[config.mk]
export PLATFORM = sky130hd
export DESIGN_NAME = alu_seq
export DESIGN_NICKNAME = d
export VERILOG_FILES = /design/src/rtl/alu_pkg.sv /design/src/rtl/alu_iter.sv /design/src/rtl/alu_seq.sv
export SDC_FILE = /design/constraint.sdc
export NUM_CORES = 1
export LEC_CHECK = 0
export CORE_ASPECT_RATIO = 0.6
export CORE_MARGIN = 2
export CORE_UTILIZATION = 61
export DETAILED_ROUTE_END_ITERATION = 6
export GPL_ROUTABILITY_DRIVEN = 1
export HOLD_SLACK_MARGIN = 0.12
export PLACE_DENSITY = 0.8
export SYNTH_ARGS = -nofsm -noshare
export SYNTH_HDL_FRONTEND = slang
export SYNTH_HIERARCHICAL = 1
export SYNTH_SLANG_ARGS = --single-unit
export TNS_END_PERCENT = 20
[constraint.sdc]
create_clock -name clk -period 2.72 [get_ports clk]
set_input_delay 0.272 -clock clk [delete_from_list [all_inputs] [get_ports clk]]
set_output_delay 0.272 -clock clk [all_outputs]
set_load 0.05 [all_outputs]
[src/rtl/alu_pkg.sv]
// alu_pkg: shared definitions for the sequential ALU.
//   - opcode encodings (legacy 0001..1000, extended 1001..1100)
//   - FSM state and iterative-engine mode enums
//   - width helper for the iteration counter (must hold the value WIDTH)
package alu_pkg;

   localparam logic [3:0] OP_SUB  = 4'b0001;
   localparam logic [3:0] OP_CMP  = 4'b0010;
   localparam logic [3:0] OP_AND  = 4'b0011;
   localparam logic [3:0] OP_OR   = 4'b0100;
   localparam logic [3:0] OP_XOR  = 4'b0101;
   localparam logic [3:0] OP_MOV  = 4'b0110;
   localparam logic [3:0] OP_MOVI = 4'b0111;
   localparam logic [3:0] OP_ADD  = 4'b1000;
   localparam logic [3:0] OP_LSL  = 4'b1001;
   localparam logic [3:0] OP_LSR  = 4'b1010;
   localparam logic [3:0] OP_ASR  = 4'b1011;
   localparam logic [3:0] OP_MUL  = 4'b1100;

   typedef enum logic [1:0] {
      ST_IDLE = 2'd0,
      ST_EXEC = 2'd1,
      ST_ITER = 2'd2,
      ST_DONE = 2'd3
   } state_e;

   typedef enum logic [1:0] {
      IT_LSL = 2'd0,
      IT_LSR = 2'd1,
      IT_ASR = 2'd2,
      IT_MUL = 2'd3
   } iter_mode_e;

   function automatic int unsigned cnt_width(input int unsigned width);
      return $clog2(width) + 1;
   endfunction

endpackage

[src/rtl/alu_iter.sv]
// alu_iter: iterative shift / shift-add multiply engine.
//   clk, reset   clock and synchronous active-high reset
//   load         capture operands, mode and iteration count
//   step         perform one iteration (one shift bit / one multiplier bit)
//   mode         2-bit iter_mode_e encoding
//   a, b         operands (a = value to shift / multiplicand, b = multiplier)
//   cnt_init     number of iterations to perform
//   last         no iterations remain; result is final
//   result       accumulator
module alu_iter
   import alu_pkg::*;
#(
   parameter int unsigned WIDTH = 16,
   parameter int unsigned CNT_W = cnt_width(WIDTH)
) (
   input  logic             clk,
   input  logic             reset,
   input  logic             load,
   input  logic             step,
   input  logic [1:0]       mode,
   input  logic [WIDTH-1:0] a,
   input  logic [WIDTH-1:0] b,
   input  logic [CNT_W-1:0] cnt_init,
   output logic             last,
   output logic [WIDTH-1:0] result
);

   iter_mode_e       mode_q, mode_d;
   logic [WIDTH-1:0] acc_q, acc_d;
   logic [WIDTH-1:0] mcand_q, mcand_d;
   logic [WIDTH-1:0] mplier_q, mplier_d;
   logic [CNT_W-1:0] cnt_q, cnt_d;

   always_comb begin
      mode_d   = mode_q;
      acc_d    = acc_q;
      mcand_d  = mcand_q;
      mplier_d = mplier_q;
      cnt_d    = cnt_q;
      if (load) begin
         mode_d   = iter_mode_e'(mode);
         cnt_d    = cnt_init;
         mcand_d  = a;
         mplier_d = b;
         acc_d    = (iter_mode_e'(mode) == IT_MUL) ? '0 : a;
      end else if (step) begin
         cnt_d = cnt_q - CNT_W'(1);
         unique case (mode_q)
            IT_LSL: acc_d = {acc_q[WIDTH-2:0], 1'b0};
            IT_LSR: acc_d = {1'b0, acc_q[WIDTH-1:1]};
            IT_ASR: acc_d = {acc_q[WIDTH-1], acc_q[WIDTH-1:1]};
            IT_MUL: begin
               // Add the shifted multiplicand for each set multiplier bit, LSB first.
               if (mplier_q[0]) acc_d = acc_q + mcand_q;
               mcand_d  = {mcand_q[WIDTH-2:0], 1'b0};
               mplier_d = {1'b0, mplier_q[WIDTH-1:1]};
            end
            default: acc_d = acc_q;
         endcase
      end
   end

   always_ff @(posedge clk) begin
      if (reset) begin
         mode_q   <= IT_LSL;
         acc_q    <= '0;
         mcand_q  <= '0;
         mplier_q <= '0;
         cnt_q    <= '0;
      end else begin
         mode_q   <= mode_d;
         acc_q    <= acc_d;
         mcand_q  <= mcand_d;
         mplier_q <= mplier_d;
         cnt_q    <= cnt_d;
      end
   end

   assign last   = (cnt_q == '0);
   assign result = acc_q;

endmodule

[src/rtl/alu_seq.sv]
// alu_seq: multi-cycle ALU with start/busy/done handshake.
//   clk, reset         clock, synchronous active-high reset
//   start              issue op (ignored while busy)
//   aluControl         4-bit opcode, sampled with start
//   a, b               operands, sampled with start
//   busy               op in progress (EXEC/ITER)
//   done               one-cycle pulse, result/flags valid from this cycle
//   result             registered result, held between ops
//   C, L, F, Z, N      registered flag bits
module alu_seq
   import alu_pkg::*;
#(
   parameter int unsigned WIDTH  = 16,
   parameter bit          MUL_EN = 1'b1
) (
   input  logic             clk,
   input  logic             reset,
   input  logic             start,
   input  logic [3:0]       aluControl,
   input  logic [WIDTH-1:0] a,
   input  logic [WIDTH-1:0] b,
   output logic             busy,
   output logic             done,
   output logic [WIDTH-1:0] result,
   output logic             C,
   output logic             L,
   output logic             F,
   output logic             Z,
   output logic             N
);

   localparam int unsigned SH_W  = $clog2(WIDTH);
   localparam int unsigned CNT_W = cnt_width(WIDTH);

   state_e           state_q, state_d;
   logic [3:0]       op_q, op_d;
   logic [WIDTH-1:0] a_q, a_d, b_q, b_d;
   logic [WIDTH-1:0] result_q, result_d;
   logic             c_q, c_d, l_q, l_d, f_q, f_d, z_q, z_d, n_q, n_d;

   logic             iter_load, iter_step, iter_last;
   logic [1:0]       iter_mode;
   logic [CNT_W-1:0] iter_cnt;
   logic             iter_needed;
   logic [WIDTH-1:0] iter_result;
   logic [WIDTH:0]   sum_w, diff_w;

   // Decode of the incoming opcode for the iterative engine.
   always_comb begin
      iter_mode   = IT_MUL;
      iter_cnt    = CNT_W'(b[SH_W-1:0]);
      iter_needed = 1'b0;
      unique case (aluControl)
         OP_LSL: begin iter_mode = IT_LSL; iter_needed = (b[SH_W-1:0] != '0); end
         OP_LSR: begin iter_mode = IT_LSR; iter_needed = (b[SH_W-1:0] != '0); end
         OP_ASR: begin iter_mode = IT_ASR; iter_needed = (b[SH_W-1:0] != '0); end
         OP_MUL: begin iter_cnt = CNT_W'(WIDTH); iter_needed = MUL_EN; end
         default: ;
      endcase
   end

   assign sum_w  = {1'b0, a_q} + {1'b0, b_q};
   assign diff_w = {1'b0, a_q} - {1'b0, b_q};

   always_comb begin
      state_d   = state_q;
      op_d      = op_q;
      a_d       = a_q;
      b_d       = b_q;
      result_d  = result_q;
      c_d       = c_q;
      l_d       = l_q;
      f_d       = f_q;
      z_d       = z_q;
      n_d       = n_q;
      iter_load = 1'b0;
      iter_step = 1'b0;
      unique case (state_q)
         ST_IDLE, ST_DONE: begin
            state_d = ST_IDLE;
            if (start) begin
               op_d = aluControl;
               a_d  = a;
               b_d  = b;
               if (iter_needed) begin
                  state_d   = ST_ITER;
                  iter_load = 1'b1;
               end else begin
                  state_d = ST_EXEC;
               end
            end
         end
         ST_EXEC: begin
            state_d = ST_DONE;
            unique case (op_q)
               OP_SUB: begin
                  result_d = diff_w[WIDTH-1:0];
                  c_d      = diff_w[WIDTH];
                  f_d      = (a_q[WIDTH-1] != b_q[WIDTH-1]) &&
                             (diff_w[WIDTH-1] != a_q[WIDTH-1]);
               end
               OP_CMP: begin
                  result_d = '0;
                  l_d      = (a_q < b_q);
                  n_d      = ($signed(a_q) < $signed(b_q));
                  z_d      = (a_q == b_q);
               end
               OP_AND:  result_d = a_q & b_q;
               OP_OR:   result_d = a_q | b_q;
               OP_XOR:  result_d = a_q ^ b_q;
               OP_MOV:  result_d = a_q;
               OP_MOVI: result_d = b_q;
               OP_ADD: begin
                  result_d = sum_w[WIDTH-1:0];
                  c_d      = sum_w[WIDTH];
                  f_d      = (a_q[WIDTH-1] == b_q[WIDTH-1]) &&
                             (sum_w[WIDTH-1] != a_q[WIDTH-1]);
               end
               // Shifts reach EXEC only with a zero shift amount.
               OP_LSL, OP_LSR, OP_ASR: result_d = a_q;
               default: result_d = '0;
            endcase
         end
         ST_ITER: begin
            if (iter_last) begin
               state_d  = ST_DONE;
               result_d = iter_result;
            end else begin
               iter_step = 1'b1;
            end
         end
         default: state_d = ST_IDLE;
      endcase
   end

   always_ff @(posedge clk) begin
      if (reset) begin
         state_q  <= ST_IDLE;
         op_q     <= '0;
         a_q      <= '0;
         b_q      <= '0;
         result_q <= '0;
         c_q      <= 1'b0;
         l_q      <= 1'b0;
         f_q      <= 1'b0;
         z_q      <= 1'b0;
         n_q      <= 1'b0;
      end else begin
         state_q  <= state_d;
         op_q     <= op_d;
         a_q      <= a_d;
         b_q      <= b_d;
         result_q <= result_d;
         c_q      <= c_d;
         l_q      <= l_d;
         f_q      <= f_d;
         z_q      <= z_d;
         n_q      <= n_d;
      end
   end

   alu_iter #(
      .WIDTH (WIDTH),
      .CNT_W (CNT_W)
   ) u_iter (
      .clk      (clk),
      .reset    (reset),
      .load     (iter_load),
      .step     (iter_step),
      .mode     (iter_mode),
      .a        (a),
      .b        (b),
      .cnt_init (iter_cnt),
      .last     (iter_last),
      .result   (iter_result)
   );

   assign busy   = (state_q == ST_EXEC) || (state_q == ST_ITER);
   assign done   = (state_q == ST_DONE);
   assign result = result_q;
   assign C      = c_q;
   assign L      = l_q;
   assign F      = f_q;
   assign Z      = z_q;
   assign N      = n_q;

endmodule
* After elaboration in Yosys (flattened, before gate mapping)
Index checks and enable logic that the tools add are counted.
Operators by class: add/sub/neg operators 4, $lt $le $gt $ge 2, eq/ne operators 30, mux-type cells 30, bitwise gates (word level) 3, reductions and logical operators 21
Operator list (count):
- $mux W16 | 11
- $pmux W16 S7 | 1
- $pmux W16 S4 | 1
- $eq A4 B4 Y1 const B | 8
- $lt A16 B16 Y1 | 2
- $pmux W16 S2 | 1
- $add A16 B16 Y17 | 1
- $sub A16 B16 Y17 | 1
- $add A16 B16 Y16 | 1
- $and A16 B16 Y16 | 1
- $eq A16 B16 Y1 | 1
- $eq A4 B3 Y1 const B | 4
- $or A16 B16 Y16 | 1
- $xor A16 B16 Y16 | 1
- $mux W5 | 3
- $pmux W2 S3 | 2
- $reduce_and A2 Y1 | 6
- $eq A2 B2 Y1 const B | 5
- $eq A4 B2 Y1 const B | 2
- $reduce_bool A2 Y1 | 4
- $mux W2 | 3
- $pmux W1 S2 | 3
- $logic_not A5 Y1 | 1
- $mux W1 | 5
- other kinds (15) | 21
Word-level totals: register bits 114

* Logic depth before layout (Yosys ltp)
Gate-level depths: netlist of the first run.
depth after elaboration 8, mapped depth 13, depth with buffers taken out 11

* Cells and area by module
The synthesis of the first run kept the hierarchy.
Modules (own cells, without submodules):
- alu_seq | instances 1, cells an instance 734, area an instance 5227.5 um^2, seq. area each 1181.1 um^2
- alu_iter | instances 1, cells an instance 531, area an instance 3856.2 um^2, seq. area each 1101.1 um^2

* Worst setup path after synthesis of the first run
OpenSTA, ideal clock, no wires.
kind reg-to-reg, start register b_q[0], end register, netlist name result[14], setup time 127 ps, arrival 2339 ps, setup slack 253 ps, cell stages (with the launch flop) 11, buffers on the path 0, period minus slack after synthesis 2467 ps, cell sequence dfxtp_1 -> ha_1 -> inv_1 -> fa_1 -> nor2b_4 -> o2111a_2 -> o31ai_4 -> or4_1 -> o211ai_2 -> mux2i_1 -> a31oi_1
RTL lines:
- start: declaration | RTL line alu_seq.sv:37 | logic [WIDTH-1:0] a_q, a_d, b_q, b_d;
- start signal: assignment | RTL line alu_seq.sv:141 | b_q <= '0;
- start signal: assignment | RTL line alu_seq.sv:152 | b_q <= b_d;

==> out/metrics.cfg, run 1 <==
[final_layout]
post-route-util_pct=75.7
antenna_cells=0
drive_above_1_share_pct=12.8
seq_area_sq_um=2280
num-nets-final=1464
syn_to_final_growth_pct=20.8
fillers=1163
multi_input_area_sq_um=6260

[power_and_ir_drop]
p_int_mw=5.53
p_leak_nw=4.24
swShare_pct=46.9
p_comb_share_pct=54.9
vdd_drop_max_uv=609
power_density_nw_per_um2=948
clock_power_share_pct=22.2
switchingPower_mw=4.89
pwr-share-seq_pct=22.9

[yosys]
synth_fp_nets=1376
synth-simple-area-share_pct=23.5
async_flop_share_pct=0
synth-seq-cells=114
syn_avg_cell_area_sq_um=7.18
ys_types=88
synth_top_family_by_area=compound AO/OA/AOI/OAI gates
yosysWarnings=6
synth-xor-area-share_pct=1.93
ys_seq_area_share_pct=25.1
synthMuxAreaShare_pct=1.32
synth_edf_count=0
synth_area_sq_um=9080
synth_fa_ha_area_share_pct=10.2
netlist_instances=1265
synth_compound_area_share_pct=30.9
synth_ff_type=dfxtp_1

[setup_path]
critPathBufInv=2
cp_cell_sequence=inv_1 > ha_1 > a21oi_1 > nand2_1 > o31ai_4 > buf_4 > o21bai_2 > or2_0 > a32o_2 > a221oi_2
crit_path_start_kind=flop
cp.required_ns=3.06
cpLargestDelayFamily=compound AO/OA/AOI/OAI gates
slowest_delay_ns=0.37
crit_slowest_cell=dfxtp_1
cp-end-kind=flop
worstPathArrival_ns=2.95
path_max_fanout=4
worstSetupPathType=flop to flop

[timing]
fin_crit_ns=2.61
worst_pin_slew_ns=0.678
rsz0062_at_grt=yes
final_max_slew_viol_count=0
clock_skew_ns=0.0113
hold_viol_final=0
hold_slack_ns=0.250
slew_headroom_pct=54.8
finalSetupViolations=0
max_freq_mhz=383
post-route-period-util_pct=96.1

[floorplan]
initial_core_util_pct=62.6
num_rows=34
dieArea_sq_um=15900
die_x_um=162
die_y_um=98.5
io_pins=62
coreArea_sq_um=14500

[drt]
vias_per_cell=6.69
wl_per_cell_um=21.1
drt-total-wl_um=33000
dr.pass1.iters=7
drc_errors=18
vias=10462
drt_iter0_markers=1696
ant_nets=0

[run_status]
failed_checks=design-rule violations
run_status=complete, but fails checks

[clocking]
cts_hold_buf=0
cts.sinks=114
cts_made_buffers=17
cts_tree=yes
clkLatencyLatePin_ns=0.43
root_buffer=clkbuf_16
path_clk_slew_ns=0.06
clockBufferDepth=2
htree_num_levels=4

[global_route]
grt_pass1_wl_um=51600
grt_max_degree=82
grt_usage_pct=41.3
grt_pass1_vias=9455
grt-ovfl-total=0
antenna_found_initial=0

[hold_path]
hold_path.class=primary input to flop

[place]
hpwl_um=24200
portBuffers=61
place.gp.congestion=1.02

[flow_run]
drv_cap=0

-- state kept, by name, summed over array words and instances, names as in the netlist, 2 cells and up --
register and flops:
u_iter/result 16, u_iter/cnt_q 5, u_iter/mode_q 2, result 16
op_q 4, u_iter/mplier_q 16, state_q 2, a_q 16
u_iter/mcand_q 16, b_q 16
-- repair_timing --
| action | in CTS | in global routing |
|---|---|---|
| buffers inserted | 0 | 1 |
| gates resized for setup | 2 | 19 |
| pin swaps | 1 | 3 |
| setup endpoints to repair | 2 | 9 |
-- worst reg2reg max path: stages, from the launching register on --
cell      delay, ns
dfxtp_1        0.37
inv_1          0.08
ha_1           0.37
a21oi_1        0.29
nand2_1        0.14
o31ai_4        0.30
buf_4          0.20
o21bai_2       0.08
or2_0          0.22
a32o_2         0.28
a221oi_2       0.20
-- placed cells by master, fill, tap and decap left out, drive strengths merged, types with 13 or more instances in the layout --
cell / count
a211oi: 28
xnor2: 13
inv: 69
nor3: 27
ha: 69
nor2b: 21
a221oi: 13
a21o: 14
nor2: 116
clkdlybuf4s50: 60
buf: 95
nand3: 53
dfxtp: 114
clkbuf: 18
o21ai: 64
nand2: 175
a21oi: 192
-- cells in the mapped netlist, types with 13 or more instances --
cell / instances / area (sq um)
clkbuf_1: 47 / 176
nor2b_1: 20 / 125
dfxtp_1: 114 / 2280
nor3_1: 25 / 125
a211oi_1: 26 / 195
a21oi_1: 192 / 961
nor2_1: 116 / 435
a21o_1: 14 / 105
inv_1: 65 / 244
o21ai_0: 51 / 255
buf_2: 26 / 130
nand2_1: 172 / 646
nand3_1: 53 / 265
ha_1: 69 / 863
xnor2_1: 13 / 114
-- logic make-up after synthesis --
family                     count (synthesis)
AOI/OAI and AO/OA                        435
DFF                                      114
and+or+nand+nor                          460
muxes                                     12
adders and majority gates                 72
buffers and inverters                    152
xor gates and xnor gates                  20
-- worst paths after layout --
kind                  startpoint                 endpoint  slack, ns  cells after the start
max          b_q[5]$_SDFFE_PP0P_  result[10]$_SDFFE_PP0P_       0.11                     10
min                        reset      a_q[6]$_SDFFE_PP0P_       0.25                      2
max reg2reg  b_q[5]$_SDFFE_PP0P_  result[10]$_SDFFE_PP0P_       0.11                     10
min reg2reg       N$_SDFFE_PP0P_           N$_SDFFE_PP0P_       0.47                      2
-- metrics by stage --
stage	TNS, ns	power [mW]	instance area (sq um)	std cells	setup slack (ns)
detailed placement	-0.0576	7.69	10300	1531	-0.0576
finish	0	10.4	11000	1564	0.107
global route	-0.0157	10.9	11000	1564	-0.0157
CTS	0	10.0	10900	1563	0.0732
floorplan	0	5.81	9080	1265	0.253
global placement	0	7.60	10300	1531	0.0288
-- layout make-up --
cell class | instances | share of cell area (%)
Tap cell | 198 | 2.26
Sequential cell | 114 | 20.8
Clock buffer | 18 | 4.00
Clock inverter | 14 | 1.41
Timing Repair Buffer | 155 | 12.2
Inverter | 66 | 2.26
Multi-Input combinational cell | 999 | 57.1
-- power by group through the flow --
stage | clock [mW] | sequential, mW | combinational (mW)
final | 2.31 | 2.39 | 5.71
after global routing | 2.37 | 2.42 | 6.07
after CTS | 2.30 | 2.37 | 5.37
after detailed placement | 0 | 2.40 | 5.29
after global placement | 0 | 2.40 | 5.20
after floorplan | 0 | 2.57 | 3.24
-- routing by layer --
metal | global-route usage (%) | vias up | wire length [um] | part of all wire [%]
met4 | 12.0 | 0 | 864 | 2.6
met5 | 0 | - | 0 | 0
met2 | 57.1 | 817 | 12700 | 39
li1 | - | 4729 | - | -
met3 | 14.5 | 102 | 5300 | 16
met1 | 60.2 | 4814 | 14100 | 43
(Power assumes the default switching activity.)
==> inputs of run 2 (changes only) <==
--- a/config.mk
+++ b/config.mk
@@ -7,11 +7,11 @@
 export LEC_CHECK = 0
 export CORE_ASPECT_RATIO = 0.6
 export CORE_MARGIN = 2
-export CORE_UTILIZATION = 61
+export CORE_UTILIZATION = 45
 export DETAILED_ROUTE_END_ITERATION = 6
 export GPL_ROUTABILITY_DRIVEN = 1
 export HOLD_SLACK_MARGIN = 0.12
-export PLACE_DENSITY = 0.8
+export PLACE_DENSITY = 0.62
 export SYNTH_ARGS = -nofsm -noshare
 export SYNTH_HDL_FRONTEND = slang
 export SYNTH_HIERARCHICAL = 1
==> run 2 against run 1 <==
  * Global-route usage fell by 9.9 points
  * Final cell count rose by 4.7%
  * Final area rose by 0.57%
  * The flow now finishes without violations
  * Core utilization fell by 20 points
  * Largest power group unchanged
  * Power is 1.4% lower
  * Sequential power barely moved
  * Combinational power decreased by 2%
  * Via count down 5.4%
  * Sequential share of layout area is 0.11 points lower
  * Flip-flop and latch count did not move
  * Clock skew is 0.0020 ns higher
  * Non-clock buffer count stayed put
==> out/metrics.cfg, run 2 (synthesized netlist as in run 1, its figures left out) <==
[clocking]
path_clk_slew_ns=0.06
cts_tree=yes
clkLatencyLatePin_ns=0.43
root_buffer=clkbuf_16
clockBufferDepth=2
htree_num_levels=4
cts_hold_buf=0
cts_made_buffers=17
cts.sinks=114

[final_layout]
fillers=1976
num-nets-final=1464
syn_to_final_growth_pct=21.5
antenna_cells=0
drive_above_1_share_pct=12.7
final_common_cell=a21oi_1
final_cell_mix=a21oi_1, nand2_1, nor2_1
post-route-cell-area_sq_um=11000
fin_cells=1638

[place]
place_area_sq_um=10400
hpwl_um=25200
dp_cells=1606
place.gp.congestion=0.983
portBuffers=61

[timing]
hold_viol_final=0
rsz0062_at_grt=yes
final_max_slew_viol_count=0
worst_pin_slew_ns=0.620
post-route-period-util_pct=94.6
clock_skew_ns=0.0133
fin_crit_ns=2.57
finalSetupViolations=0
setup_tns_ns=0
slew_headroom_pct=58.7
max_freq_mhz=389

[power_and_ir_drop]
p_leak_nw=4.22
power.total_mw=10.3
p_int_mw=5.53
swShare_pct=46.1
clock_power_share_pct=22.0
vdd_drop_max_uv=569
switchingPower_mw=4.74
power_density_nw_per_um2=930
p_comb_share_pct=54.6
pwr-share-seq_pct=23.4

[floorplan]
num_rows=40
die_y_um=114
initial_core_util_pct=45.6
dieArea_sq_um=21400
coreArea_sq_um=19900
die_x_um=187
io_pins=62

[setup_path]
rrSetupSlack_ns=0.15
slowest_delay_ns=0.40
cp_cell_sequence=inv_1 > ha_1 > a21oi_1 > nand2_1 > o31ai_4 > buf_4 > o21bai_2 > or2_0 > a32o_1 > a221oi_2
crit_path_start_kind=flop
worstSetupPathType=flop to flop
cp-end-kind=flop
cp.required_ns=3.07
worstPathArrival_ns=2.92
cpLargestDelayFamily=compound AO/OA/AOI/OAI gates
crit_slowest_cell=dfxtp_1
critPathBufInv=2
path_max_fanout=7

[drt]
wl_per_cell_um=20.3
dr.pass1.iters=6
vias=9900
drt_iter0_markers=1334
vias_per_cell=6.04
drt-total-wl_um=33300
drc_errors=0
ant_nets=0

[global_route]
grt_pass1_wl_um=51600
grt_usage_pct=31.4
grt-ovfl-total=0
grt_max_degree=67
grt_pass1_vias=9030
antenna_found_initial=1

[hold_path]
hold_path.class=primary input to flop

[flow_run]
drv_cap=0

[run_status]
run_status=complete, no violations

## run 2: cell types whose count changed in the layout (fill, tap and decap cells not counted), sizes merged
cell,before,now
clkbuf,18,21
clkinv,7,6
inv,69,66
## run 2: final timing paths
kind / depth (start not counted) / start / end
setup / recovery: 10 / b_q[7]$_SDFFE_PP0P_ / result[10]$_SDFFE_PP0P_
hold reg to reg: 2 / N$_SDFFE_PP0P_ / N$_SDFFE_PP0P_
hold / removal: 2 / reset / u_iter/mcand_q[7]$_SDFFE_PP0P_
setup reg to reg: 10 / b_q[7]$_SDFFE_PP0P_ / result[10]$_SDFFE_PP0P_
## run 2: layer usage
metal / part of all wire, % / track usage, % / vias to the layer above
met1: 48 / 46.7 / 4644
met3: 12 / 11.2 / 42
met5: 0.054 / 0 / -
met4: 1.3 / 7.82 / 2
met2: 39 / 42.3 / 507
li1: - / - / 4705
## run 2: through the flow
step                      hold WS (ns)  util (%)  setup slack [ns]
after global routing             0.291      55.4          -0.00866
after CTS                        0.285      55.0            0.0527
final                            0.294      55.4             0.148
after detailed placement         0.467      52.1           -0.0167
after floorplan                  0.408         -             0.253
after global placement           0.457      52.1            0.0199
## run 2: power by group through the flow
stage / clock network (mW) / registers, mW / logic, mW
after detailed placement: 0 / 2.43 / 5.29
after global placement: 0 / 2.42 / 5.26
after global routing: 2.37 / 2.45 / 6.06
after floorplan: 0 / 2.57 / 3.24
final: 2.26 / 2.40 / 5.61
after CTS: 2.28 / 2.39 / 5.34
## run 2: what timing repair did
item                       in CTS  in global routing
pin swaps                       0                  3
resized for setup               1                 21
setup buffers                   0                  1
setup endpoints to repair       2                 13
## run 2: area by class of cell
class | instances | area [sq um] | share of cell area [%]
multi-input cells | 999 | 6260 | 56.7
flip-flops and latches | 114 | 2280 | 20.7
repair buffers | 155 | 1330 | 12.0
clock buffers | 21 | 470 | 4.26
well taps | 273 | 342 | 3.09
inverters | 66 | 248 | 2.24
clock inverters | 10 | 109 | 0.986
==> inputs of run 3 (changes only) <==
--- a/config.mk
+++ b/config.mk
@@ -10,7 +10,7 @@
 export CORE_UTILIZATION = 45
 export DETAILED_ROUTE_END_ITERATION = 6
 export GPL_ROUTABILITY_DRIVEN = 1
-export HOLD_SLACK_MARGIN = 0.12
+export HOLD_SLACK_MARGIN = 0.03
 export PLACE_DENSITY = 0.62
 export SYNTH_ARGS = -nofsm -noshare
 export SYNTH_HDL_FRONTEND = slang
==> results of run 3 <==
No change in the layout: final DEF, timing and power equal those of run 2.
